## src/rtl/sensor_scan_pkg.sv

```systemverilog
// Shared types and constants for the sensor scan hub.
//   mode_e      : operating mode encoding of mode_i (11 is reserved and behaves as manual)
//   state_e     : scan FSM states
//   MAX_TRIES   : SAMPLE cycles allowed before a capture is flagged unstable
//   SYNC_STAGES : depth of the input synchroniser
package sensor_scan_pkg;

    typedef enum logic [1:0] {
        MODE_MANUAL = 2'b00,
        MODE_AUTO   = 2'b01,
        MODE_SINGLE = 2'b10
    } mode_e;

    typedef enum logic [1:0] {
        IDLE,
        DWELL,
        SAMPLE,
        CAPTURE
    } state_e;

    localparam int unsigned MAX_TRIES   = 4;
    localparam int unsigned SYNC_STAGES = 2;

endpackage

```

## src/rtl/sensor_scan_hub_if.sv

```systemverilog
// Signal bundle between the sensor macros / control and the scan hub.
//   master : drives channel words and controls, observes captured output
//   slave  : the hub itself
// Inputs : ch_data_i (N_CH*W, channel k at [k*W +: W]), mode_i, sel_i, dwell_i, start_i
// Outputs: data_o, ch_o, valid_o, unstable_o, busy_o, sweep_done_o
interface sensor_scan_hub_if #(
    parameter int unsigned N_CH    = 4,
    parameter int unsigned W       = 8,
    parameter int unsigned DWELL_W = 8
);
    localparam int unsigned SEL_W = $clog2(N_CH);

    logic [N_CH*W-1:0]  ch_data_i;
    logic [1:0]         mode_i;
    logic [SEL_W-1:0]   sel_i;
    logic [DWELL_W-1:0] dwell_i;
    logic               start_i;
    logic [W-1:0]       data_o;
    logic [SEL_W-1:0]   ch_o;
    logic               valid_o;
    logic               unstable_o;
    logic               busy_o;
    logic               sweep_done_o;

    modport master (
        output ch_data_i, mode_i, sel_i, dwell_i, start_i,
        input  data_o, ch_o, valid_o, unstable_o, busy_o, sweep_done_o
    );

    modport slave (
        input  ch_data_i, mode_i, sel_i, dwell_i, start_i,
        output data_o, ch_o, valid_o, unstable_o, busy_o, sweep_done_o
    );

endinterface

```

## src/rtl/sensor_sync2.sv

```systemverilog
// Multi-bit flop-chain synchroniser (SYNC_STAGES deep) for quasi-static sensor words.
//   clk, rst : clock, asynchronous active-high reset (all stages clear to 0)
//   d_i      : asynchronous input word
//   q_o      : synchronised word
module sensor_sync2
    import sensor_scan_pkg::*;
#(
    parameter int unsigned Width = 8
) (
    input  logic             clk,
    input  logic             rst,
    input  logic [Width-1:0] d_i,
    output logic [Width-1:0] q_o
);

    logic [Width-1:0] stage_q [SYNC_STAGES];
    logic [Width-1:0] stage_d [SYNC_STAGES];

    always_comb begin
        stage_d[0] = d_i;
        for (int i = 1; i < SYNC_STAGES; i++) begin
            stage_d[i] = stage_q[i-1];
        end
    end

    always_ff @(posedge clk or posedge rst) begin
        if (rst) begin
            for (int i = 0; i < SYNC_STAGES; i++) begin
                stage_q[i] <= '0;
            end
        end else begin
            stage_q <= stage_d;
        end
    end

    assign q_o = stage_q[SYNC_STAGES-1];

endmodule

```

## src/rtl/sensor_scan_hub.sv

```systemverilog
// Sensor scan hub: synchronises N_CH asynchronous sensor words and either passes one
// through (manual), scans all channels round-robin (auto) or runs one triggered sweep
// (single-shot). Each capture is tagged with channel, strobe and a stability flag.
//   clk, rst : clock, asynchronous active-high reset
//   bus      : slave side of sensor_scan_hub_if (controls in, captured word out)
module sensor_scan_hub
    import sensor_scan_pkg::*;
#(
    parameter int unsigned N_CH    = 4,
    parameter int unsigned W       = 8,
    parameter int unsigned DWELL_W = 8
) (
    input logic              clk,
    input logic              rst,
    sensor_scan_hub_if.slave bus
);

    localparam int unsigned SEL_W = $clog2(N_CH);
    localparam int unsigned TRY_W = $clog2(MAX_TRIES);

    logic [N_CH*W-1:0] sync_word;
    logic [W-1:0]      words [N_CH];

    sensor_sync2 #(
        .Width(N_CH * W)
    ) u_sync (
        .clk(clk),
        .rst(rst),
        .d_i(bus.ch_data_i),
        .q_o(sync_word)
    );

    state_e             state_q, state_d;
    logic [1:0]         run_mode_q, run_mode_d;
    logic [SEL_W-1:0]   ptr_q, ptr_d;
    logic [DWELL_W-1:0] dwell_cnt_q, dwell_cnt_d;
    logic [TRY_W-1:0]   tries_q, tries_d;
    logic [W-1:0]       prev_q, prev_d;
    logic [W-1:0]       data_q, data_d;
    logic [SEL_W-1:0]   ch_q, ch_d;
    logic               valid_q, valid_d;
    logic               unstable_q, unstable_d;
    logic               busy_q, busy_d;
    logic               done_q, done_d;

    logic [W-1:0]       cur_word, sel_word;
    logic [SEL_W-1:0]   sel_ch;
    logic [DWELL_W-1:0] dwell_load;
    logic               manual, start_req, abort, last_ch, last_single;

    always_comb begin
        for (int k = 0; k < N_CH; k++) begin
            words[k] = sync_word[k*W +: W];
        end
    end

    always_comb begin
        // Out-of-range selects fold onto the top channel.
        if (32'(bus.sel_i) >= N_CH) begin
            sel_ch = SEL_W'(N_CH - 1);
        end else begin
            sel_ch = bus.sel_i;
        end
        sel_word    = words[sel_ch];
        cur_word    = words[ptr_q];
        // Counter is loaded with cycles-1 so a zero dwell still spends one cycle settling.
        dwell_load  = (bus.dwell_i == '0) ? '0 : bus.dwell_i - 1'b1;
        manual      = !(bus.mode_i == MODE_AUTO || bus.mode_i == MODE_SINGLE);
        start_req   = (bus.mode_i == MODE_AUTO) || (bus.mode_i == MODE_SINGLE && bus.start_i);
        abort       = (bus.mode_i != run_mode_q);
        last_ch     = (ptr_q == SEL_W'(N_CH - 1));
        last_single = last_ch && (run_mode_q == MODE_SINGLE);
    end

    always_comb begin
        state_d     = state_q;
        run_mode_d  = run_mode_q;
        ptr_d       = ptr_q;
        dwell_cnt_d = dwell_cnt_q;
        tries_d     = '0;
        prev_d      = cur_word;
        data_d      = data_q;
        ch_d        = ch_q;
        unstable_d  = unstable_q;
        valid_d     = 1'b0;
        done_d      = 1'b0;

        unique case (state_q)
            IDLE: begin
                if (start_req) begin
                    state_d     = DWELL;
                    run_mode_d  = bus.mode_i;
                    ptr_d       = '0;
                    dwell_cnt_d = dwell_load;
                end else if (manual) begin
                    data_d     = sel_word;
                    ch_d       = sel_ch;
                    unstable_d = 1'b0;
                end
            end
            DWELL: begin
                if (abort) begin
                    state_d = IDLE;
                end else if (dwell_cnt_q == '0) begin
                    state_d = SAMPLE;
                end else begin
                    dwell_cnt_d = dwell_cnt_q - 1'b1;
                end
            end
            SAMPLE: begin
                if (abort) begin
                    state_d = IDLE;
                end else if (cur_word == prev_q || tries_q == TRY_W'(MAX_TRIES - 1)) begin
                    // Output registers load here so the strobe is visible during CAPTURE.
                    state_d    = CAPTURE;
                    data_d     = cur_word;
                    ch_d       = ptr_q;
                    unstable_d = (cur_word != prev_q);
                    valid_d    = 1'b1;
                    done_d     = last_single;
                end else begin
                    tries_d = tries_q + 1'b1;
                end
            end
            CAPTURE: begin
                if (abort) begin
                    state_d = IDLE;
                end else begin
                    ptr_d = last_ch ? '0 : ptr_q + 1'b1;
                    if (last_single) begin
                        state_d = IDLE;
                    end else begin
                        state_d     = DWELL;
                        dwell_cnt_d = dwell_load;
                    end
                end
            end
            default: state_d = IDLE;
        endcase

        busy_d = (state_d != IDLE);
    end

    always_ff @(posedge clk or posedge rst) begin
        if (rst) begin
            state_q     <= IDLE;
            run_mode_q  <= MODE_MANUAL;
            ptr_q       <= '0;
            dwell_cnt_q <= '0;
            tries_q     <= '0;
            prev_q      <= '0;
            data_q      <= '0;
            ch_q        <= '0;
            valid_q     <= 1'b0;
            unstable_q  <= 1'b0;
            busy_q      <= 1'b0;
            done_q      <= 1'b0;
        end else begin
            state_q     <= state_d;
            run_mode_q  <= run_mode_d;
            ptr_q       <= ptr_d;
            dwell_cnt_q <= dwell_cnt_d;
            tries_q     <= tries_d;
            prev_q      <= prev_d;
            data_q      <= data_d;
            ch_q        <= ch_d;
            valid_q     <= valid_d;
            unstable_q  <= unstable_d;
            busy_q      <= busy_d;
            done_q      <= done_d;
        end
    end

    assign bus.data_o       = data_q;
    assign bus.ch_o         = ch_q;
    assign bus.valid_o      = valid_q;
    assign bus.unstable_o   = unstable_q;
    assign bus.busy_o       = busy_q;
    assign bus.sweep_done_o = done_q;

endmodule
```

## src/flat_wrapper.sv

```systemverilog
// flat-port wrapper written by rule: the top's interface ports become plain ports
module sensor_scan_hub_flat import sensor_scan_pkg::*;
#(
    parameter int unsigned N_CH    = 4,
    parameter int unsigned W       = 8,
    parameter int unsigned DWELL_W = 8
)
  (clk, rst, bus_ch_data_i, bus_mode_i, bus_sel_i, bus_dwell_i, bus_start_i, bus_data_o, bus_ch_o, bus_valid_o, bus_unstable_o, bus_busy_o, bus_sweep_done_o);
  sensor_scan_hub_if #(.N_CH(N_CH), .W(W), .DWELL_W(DWELL_W)) bus_i ();
  input logic clk;
  input logic rst;
  input wire logic [$bits(bus_i.ch_data_i)-1:0] bus_ch_data_i;
  input wire logic [$bits(bus_i.mode_i)-1:0] bus_mode_i;
  input wire logic [$bits(bus_i.sel_i)-1:0] bus_sel_i;
  input wire logic [$bits(bus_i.dwell_i)-1:0] bus_dwell_i;
  input wire logic [$bits(bus_i.start_i)-1:0] bus_start_i;
  output wire logic [$bits(bus_i.data_o)-1:0] bus_data_o;
  output wire logic [$bits(bus_i.ch_o)-1:0] bus_ch_o;
  output wire logic [$bits(bus_i.valid_o)-1:0] bus_valid_o;
  output wire logic [$bits(bus_i.unstable_o)-1:0] bus_unstable_o;
  output wire logic [$bits(bus_i.busy_o)-1:0] bus_busy_o;
  output wire logic [$bits(bus_i.sweep_done_o)-1:0] bus_sweep_done_o;
  assign bus_i.ch_data_i = bus_ch_data_i;
  assign bus_i.mode_i = bus_mode_i;
  assign bus_i.sel_i = bus_sel_i;
  assign bus_i.dwell_i = bus_dwell_i;
  assign bus_i.start_i = bus_start_i;
  assign bus_data_o = bus_i.data_o;
  assign bus_ch_o = bus_i.ch_o;
  assign bus_valid_o = bus_i.valid_o;
  assign bus_unstable_o = bus_i.unstable_o;
  assign bus_busy_o = bus_i.busy_o;
  assign bus_sweep_done_o = bus_i.sweep_done_o;
  sensor_scan_hub #(.N_CH(N_CH), .W(W), .DWELL_W(DWELL_W)) u_core (.clk(clk), .rst(rst), .bus(bus_i));
endmodule
```

## config.mk

```make
export PLATFORM = sky130hd
export DESIGN_NAME = sensor_scan_hub_flat
export DESIGN_NICKNAME = d
export VERILOG_FILES = /design/src/rtl/sensor_scan_pkg.sv /design/src/rtl/sensor_scan_hub_if.sv /design/src/rtl/sensor_sync2.sv /design/src/rtl/sensor_scan_hub.sv /design/src/flat_wrapper.sv
export SDC_FILE = /design/constraint.sdc
export NUM_CORES = 1
export LEC_CHECK = 0
export CAP_MARGIN = 20
export CORE_UTILIZATION = 45
export DETAILED_ROUTE_END_ITERATION = 8
export HOLD_SLACK_MARGIN = 0.12
export PLACE_DENSITY = 0.68
export RECOVER_POWER = 25
export REMOVE_ABC_BUFFERS = 1
export SETUP_SLACK_MARGIN = 0.3
export SLEW_MARGIN = 30
export SYNTH_ARGS = -nofsm -noshare
export SYNTH_HDL_FRONTEND = slang
export SYNTH_SLANG_ARGS = --single-unit
```

## constraint.sdc

```tcl
create_clock -name clk -period 4.3 [get_ports clk]
set_input_delay 0.86 -clock clk [delete_from_list [all_inputs] [get_ports clk]]
set_output_delay 0.86 -clock clk [all_outputs]
set_load 0.005 [all_outputs]
```

==> Yosys cells after proc, flatten, opt, wreduce, memory -nomap -nowiden <==
Index checks and enable logic that the tools add are counted.
{ "totals": {"elab_cells": 107, "inputBits": 47, "regBits": 102, "out_inout_bits": 14} }
{ "op_classes": {"reduce_logical": 16, "magnitude_cmp": 2, "n_eq_ne": 20, "n_bitwise": 2, "n_addsub": 4, "n_mux": 49} }
{ "op_table": {"columns": ["op", "count"], "rows": [
  ["8-bit 2-to-1 mux", 14],
  ["8-bit binary-select mux with 2-bit select", 2],
  ["2-bit 2-to-1 mux", 16],
  ["8-bit one-hot mux with 3 select lines", 1],
  ["8-bit logical NOT", 2],
  ["8-bit one-hot mux with 2 select lines", 1],
  ["8-bit by 1-bit subtractor with 8-bit output (second input constant)", 2],
  ["2-bit inequality test (second input constant)", 7],
  ["2-bit == test (second input constant)", 6],
  ["1-bit 2-to-1 mux", 11],
  ["8-bit == test", 1],
  ["8-bit inequality test", 1],
  ["2-bit one-hot mux with 2 select lines", 2],
  ["2-bit one-hot mux with 4 select lines", 1],
  ["3-bit greater-or-equal comparator (second input constant)", 2],
  ["2-bit NOT with 3-bit output", 2],
  ["6-bit AND reduction", 1],
  ["2-bit nonzero test", 3],
  ["5-bit AND reduction", 1],
  ["2-bit by 1-bit adder with 2-bit output (second input constant)", 2],
  ["2-bit by 1-bit == test with 1-bit output (second input constant)", 2],
  ["2-bit by 1-bit inequality test with 1-bit output (second input constant)", 2],
  ["1-bit logical OR", 3],
  ["3-bit AND reduction", 1],
  ["6 further kinds", 7]
]} }

==> Depth between registers and ports, before layout <==
{ "depth": {"word_depth": 10, "mapped_depth": 9, "mapped_depth_nobuf": 8} }

==> By module <==
Synthesis repeated with hierarchy kept, for this count alone.
{ "hier_totals": {"hier_cells": 267, "hier_area_um2": 4027.6} }
{ "modules_own_cells": {"columns": ["mod", "area_each_um2", "seq_area_each_um2", "cells_each", "n_inst"], "rows": [
  ["sensor_scan_hub", 2422.3, 950.9, 202, 1],
  ["sensor_sync2", 1605.3, 1601.5, 65, 1]
]} }

==> Worst setup path before layout <==
OpenSTA, ideal clock, no wires.
{ "synth_timing": {"kind": "input port to flip-flop", "start": "input bus_mode_i[0]", "end": "register u_core.data_q[0] (netlist: u_core.bus.data_o[0])", "setup_time_ns": 0.125, "path_buffers": 1, "stages": 8, "setup_slack_ns": 1.922, "arrival_ns": 2.253, "t_required_ns": 4.175, "cell_sequence": "inv_1 -> ha_1 -> a21o_1 -> nor3b_1 -> nor2_1 -> o31ai_2 -> buf_6 -> mux2_4"} }
{ "synth_via": {"elab_chain_cells": 5, "word_cells_on_any_way": 10, "classes_between": "6 x eq/ne; 4 x reduce/logical"} }
{ "synth_lines": {"columns": ["element", "line", "source"], "rows": [
  ["from (decl)", "flat_wrapper.sv:13", "input wire logic [$bits(bus_i.mode_i)-1:0] bus_mode_i;"],
  ["2-bit == test", "sensor_scan_hub.sv:68, sensor_scan_hub.sv:69", null],
  ["1-bit logical AND", "sensor_scan_hub.sv:69", "start_req = (bus.mode_i == MODE_AUTO) || (bus.mode_i == MODE_SINGLE && bus.start_i);"],
  ["1-bit logical OR", "sensor_scan_hub.sv:69", null],
  ["2-bit inequality test (no line)", null, null],
  ["5-bit AND reduction (no line) (*)", null, null],
  ["to (signal assigned)", "sensor_scan_hub.sv:165", "data_q <= data_d;"],
  ["to (decl)", "sensor_scan_hub.sv:39", "logic [W-1:0] data_q, data_d;"]
]} }
Mark *: on every way between the ends. The rest lies on a longest branch, timed or not.
A chain may end at the register's enable or synchronous reset.

==> Worst setup path after layout <==
{ "layout_timing": {"start": "input bus_mode_i[0]", "end": "register u_core.data_q[6] (netlist: u_core.bus.data_o[6])"} }
The elaborated chain is that of the path after synthesis.

==> impl_metrics.ini <==
[status]
status = finished clean

[critical_path]
end_kind = flop
path_max_fanout = 10
cp-start-kind = input pin
crit_required_ns = 4.54
crit_arrival_ns = 3.14
crit_type = input pin to flop

[cts]
cts_tree = done
cts_hold_buffers = 0
numCtsBuffers = 9
htreeDepth = 3
root_buffer = clkbuf_8
worstSkewPairLatency_ns = 0.36
post_cts_buffers = 0
numClockSinks = 102
ctsResizeCount = 0
clk_path_buf_depth = 2
clk_pin_slew_ns = 0.10

[timing]
final.setup.tns_ns = 0
fin_skew_ns = 0.00781
period_minus_slack_ns = 2.90
tightestPinTransition_ns = 0.845
finalCritPeriodShare = 0.674
setup_viol = 0
finalMaxSlewViolations = 0
rsz0062_at_grt = false
clock.fmax_mhz = 345
hold_viol_final = 0
relSlewSlack = 0.432

[detailed_routing]
wirelength_mm = 6.85
firstDrtPassIters = 4
avgViaCountPerCell = 5.13
vias = 2430
ant_nets = 0
avgRoutedWirePerCell_um = 14.4
drt-initial-drc-count = 95
drc_errors = 0

[floorplan]
die-area_mm2 = 0.00929
die_w_um = 96.4
core.rowCount = 34
start_util = 0.462
core_mm2 = 0.00868
die_height_um = 96.4
io_pins = 61

[grt]
grt.overflow.total = 0
grt_pass1_vias = 2421
antenna_found_initial = 0
grt_usage = 0.168
grt_pass1_wl_mm = 11.3
grt_max_degree = 103

[synthesis]
yosys-top-cells-area = dfrtp_1 (64%), mux4_2 (9.0%), nand2_1 (3.1%)
yosysMostFrequentCell = dfrtp_1
synthTopCellsByCount = dfrtp_1 (102), nand2_1 (33), nor2_1 (27), mux4_2 (16)
ys.warnings.count = 0
synth_edf_count = 0
syn_area_per_cell_um2 = 13.5
synth_cell_types = 42
seq_area_frac_synth = 0.637
ys_ff_latch = 102
syn_area_mm2 = 0.00401
async_flop_share = 1.00
synth_area_leader_cell = dfrtp_1
synth_ff_type = dfrtp_1
post-synth-top-area-fraction = 0.637
synthCells = 297

[final_layout]
drive_gt1_frac = 0.128
n_antenna_cell = 0
fin_nets = 414
design_area_mm2 = 0.00492
syn2layout_area_growth_pct = 22.6

[placement]
gp_congestion = 0.785
post-dp-hpwl_mm = 4.85
io_buffers = 60
dpl_cell_area_mm2 = 0.00473

[worst_hold_path]
hp-class = flop to flop

[power_and_ir_drop]
power_density_mw_per_mm2 = 459
ir_worst_vdd_mv = 0.254
leakage_uw = 0.00212

[run]
maxCapViolCount = 0
layout make-up:
| class | instances | area [µm²] |
|---|---|---|
| Clock inverter | 6 | 60.1 |
| Clock buffer | 10 | 128 |
| Fill cell | 742 | 3760 |
| Multi-Input combinational cell | 176 | 1370 |
| Inverter | 10 | 40.0 |
| Sequential cell | 102 | 2550 |
| Tap cell | 108 | 135 |
| Timing Repair Buffer | 62 | 628 |
routing by layer:
metal | track usage | up-vias | wire length [µm]
li1 | - | 1167 | -
met1 | 0.209 | 1203 | 2940
met2 | 0.287 | 54 | 3600
met3 | 0.0493 | 6 | 254
met4 | 0.0441 | 0 | 57
met5 | 0 | - | 0
state kept, by name, summed over array words and instances (netlist names), 2 cells and up:
name and count:
u_core.state_q 2, u_core.u_sync.q_o 32, u_core.u_sync.stage_d 32, u_core.bus.ch_o 2
u_core.prev_q 8, u_core.run_mode_q 2, u_core.dwell_cnt_q 8, u_core.bus.data_o 8
u_core.ptr_q 2, u_core.tries_q 2
cells by family after synthesis:
group	synth area share
flip-flops	0.637
AND/OR/NAND/NOR	0.0958
AO/OA/AOI/OAI	0.0671
multiplexers	0.127
buffers and inverters	0.0218
XOR/XNOR	0.0328
adder cells (fa/ha/maj)	0.0187
report_power, final:
| group | total, µW | switching [µW] | internal (µW) |
|---|---|---|---|
| sequential | 1190 | 101 | 1090 |
| clock | 565 | 337 | 228 |
| combinational | 499 | 217 | 282 |
critical path, stage by stage:
cell	delay [ns]
clkdlybuf4s50_1	0.48
inv_1	0.09
ha_1	0.15
a21o_1	0.13
nor3b_1	0.57
nor2_1	0.14
o31ai_2	0.11
buf_4	0.27
mux2_1	0.34
through the flow:
step	instances	utilization	setup slack, ns	hold slack [ns]	total power, µW
after floorplan	288	-	0.765	0.331	1470
after global placement	458	0.545	1.17	0.333	1700
after detailed placement	458	0.545	1.04	0.335	1720
after CTS	474	0.566	1.39	0.357	2290
after global routing	474	0.566	1.25	0.364	2390
final	474	0.566	1.40	0.351	2250
cells in the final DEF, fill, tap and decap left out, types with 2 or more instances in the layout:
cell type and n:
mux2_4 7, nor2_1 27, a22oi_1 2, xnor2_1 12, inv_1 9, o21ai_1 12
nand3_1 3, nor3b_1 3, nand2_1 33, inv_6 2, a31oi_1 2, clkdlybuf4s50_1 38
nand4_1 2, a211oi_1 3, nor4_1 3, nor2b_1 2, a21oi_1 9, o22ai_1 2
o21ai_0 3, xor2_1 3, ha_1 6, inv_8 3, a22o_1 2, mux2_2 3
dlygate4sd3_1 22, clkbuf_8 9, mux4_2 16, nor3_1 4, o31ai_1 3, dfrtp_1 102
final timing paths:
path	startpoint	to	slack [ns]	cells after the start
max reg2reg	u_core.ptr_q[0]	u_core.bus.data_o[6]	1.44	7
max	bus_mode_i[0]	u_core.bus.data_o[6]	1.40	9
min	u_core.u_sync.stage_d[31]	u_core.u_sync.q_o[31]	0.35	0
min reg2reg	u_core.u_sync.stage_d[31]	u_core.u_sync.q_o[31]	0.35	0
max in group asynchronous	rst	u_core.u_sync.stage_d[23]	2.95	3
min in group asynchronous	rst	u_core.u_sync.stage_d[12]	0.97	3
Power figures use the tool's default switching activity.
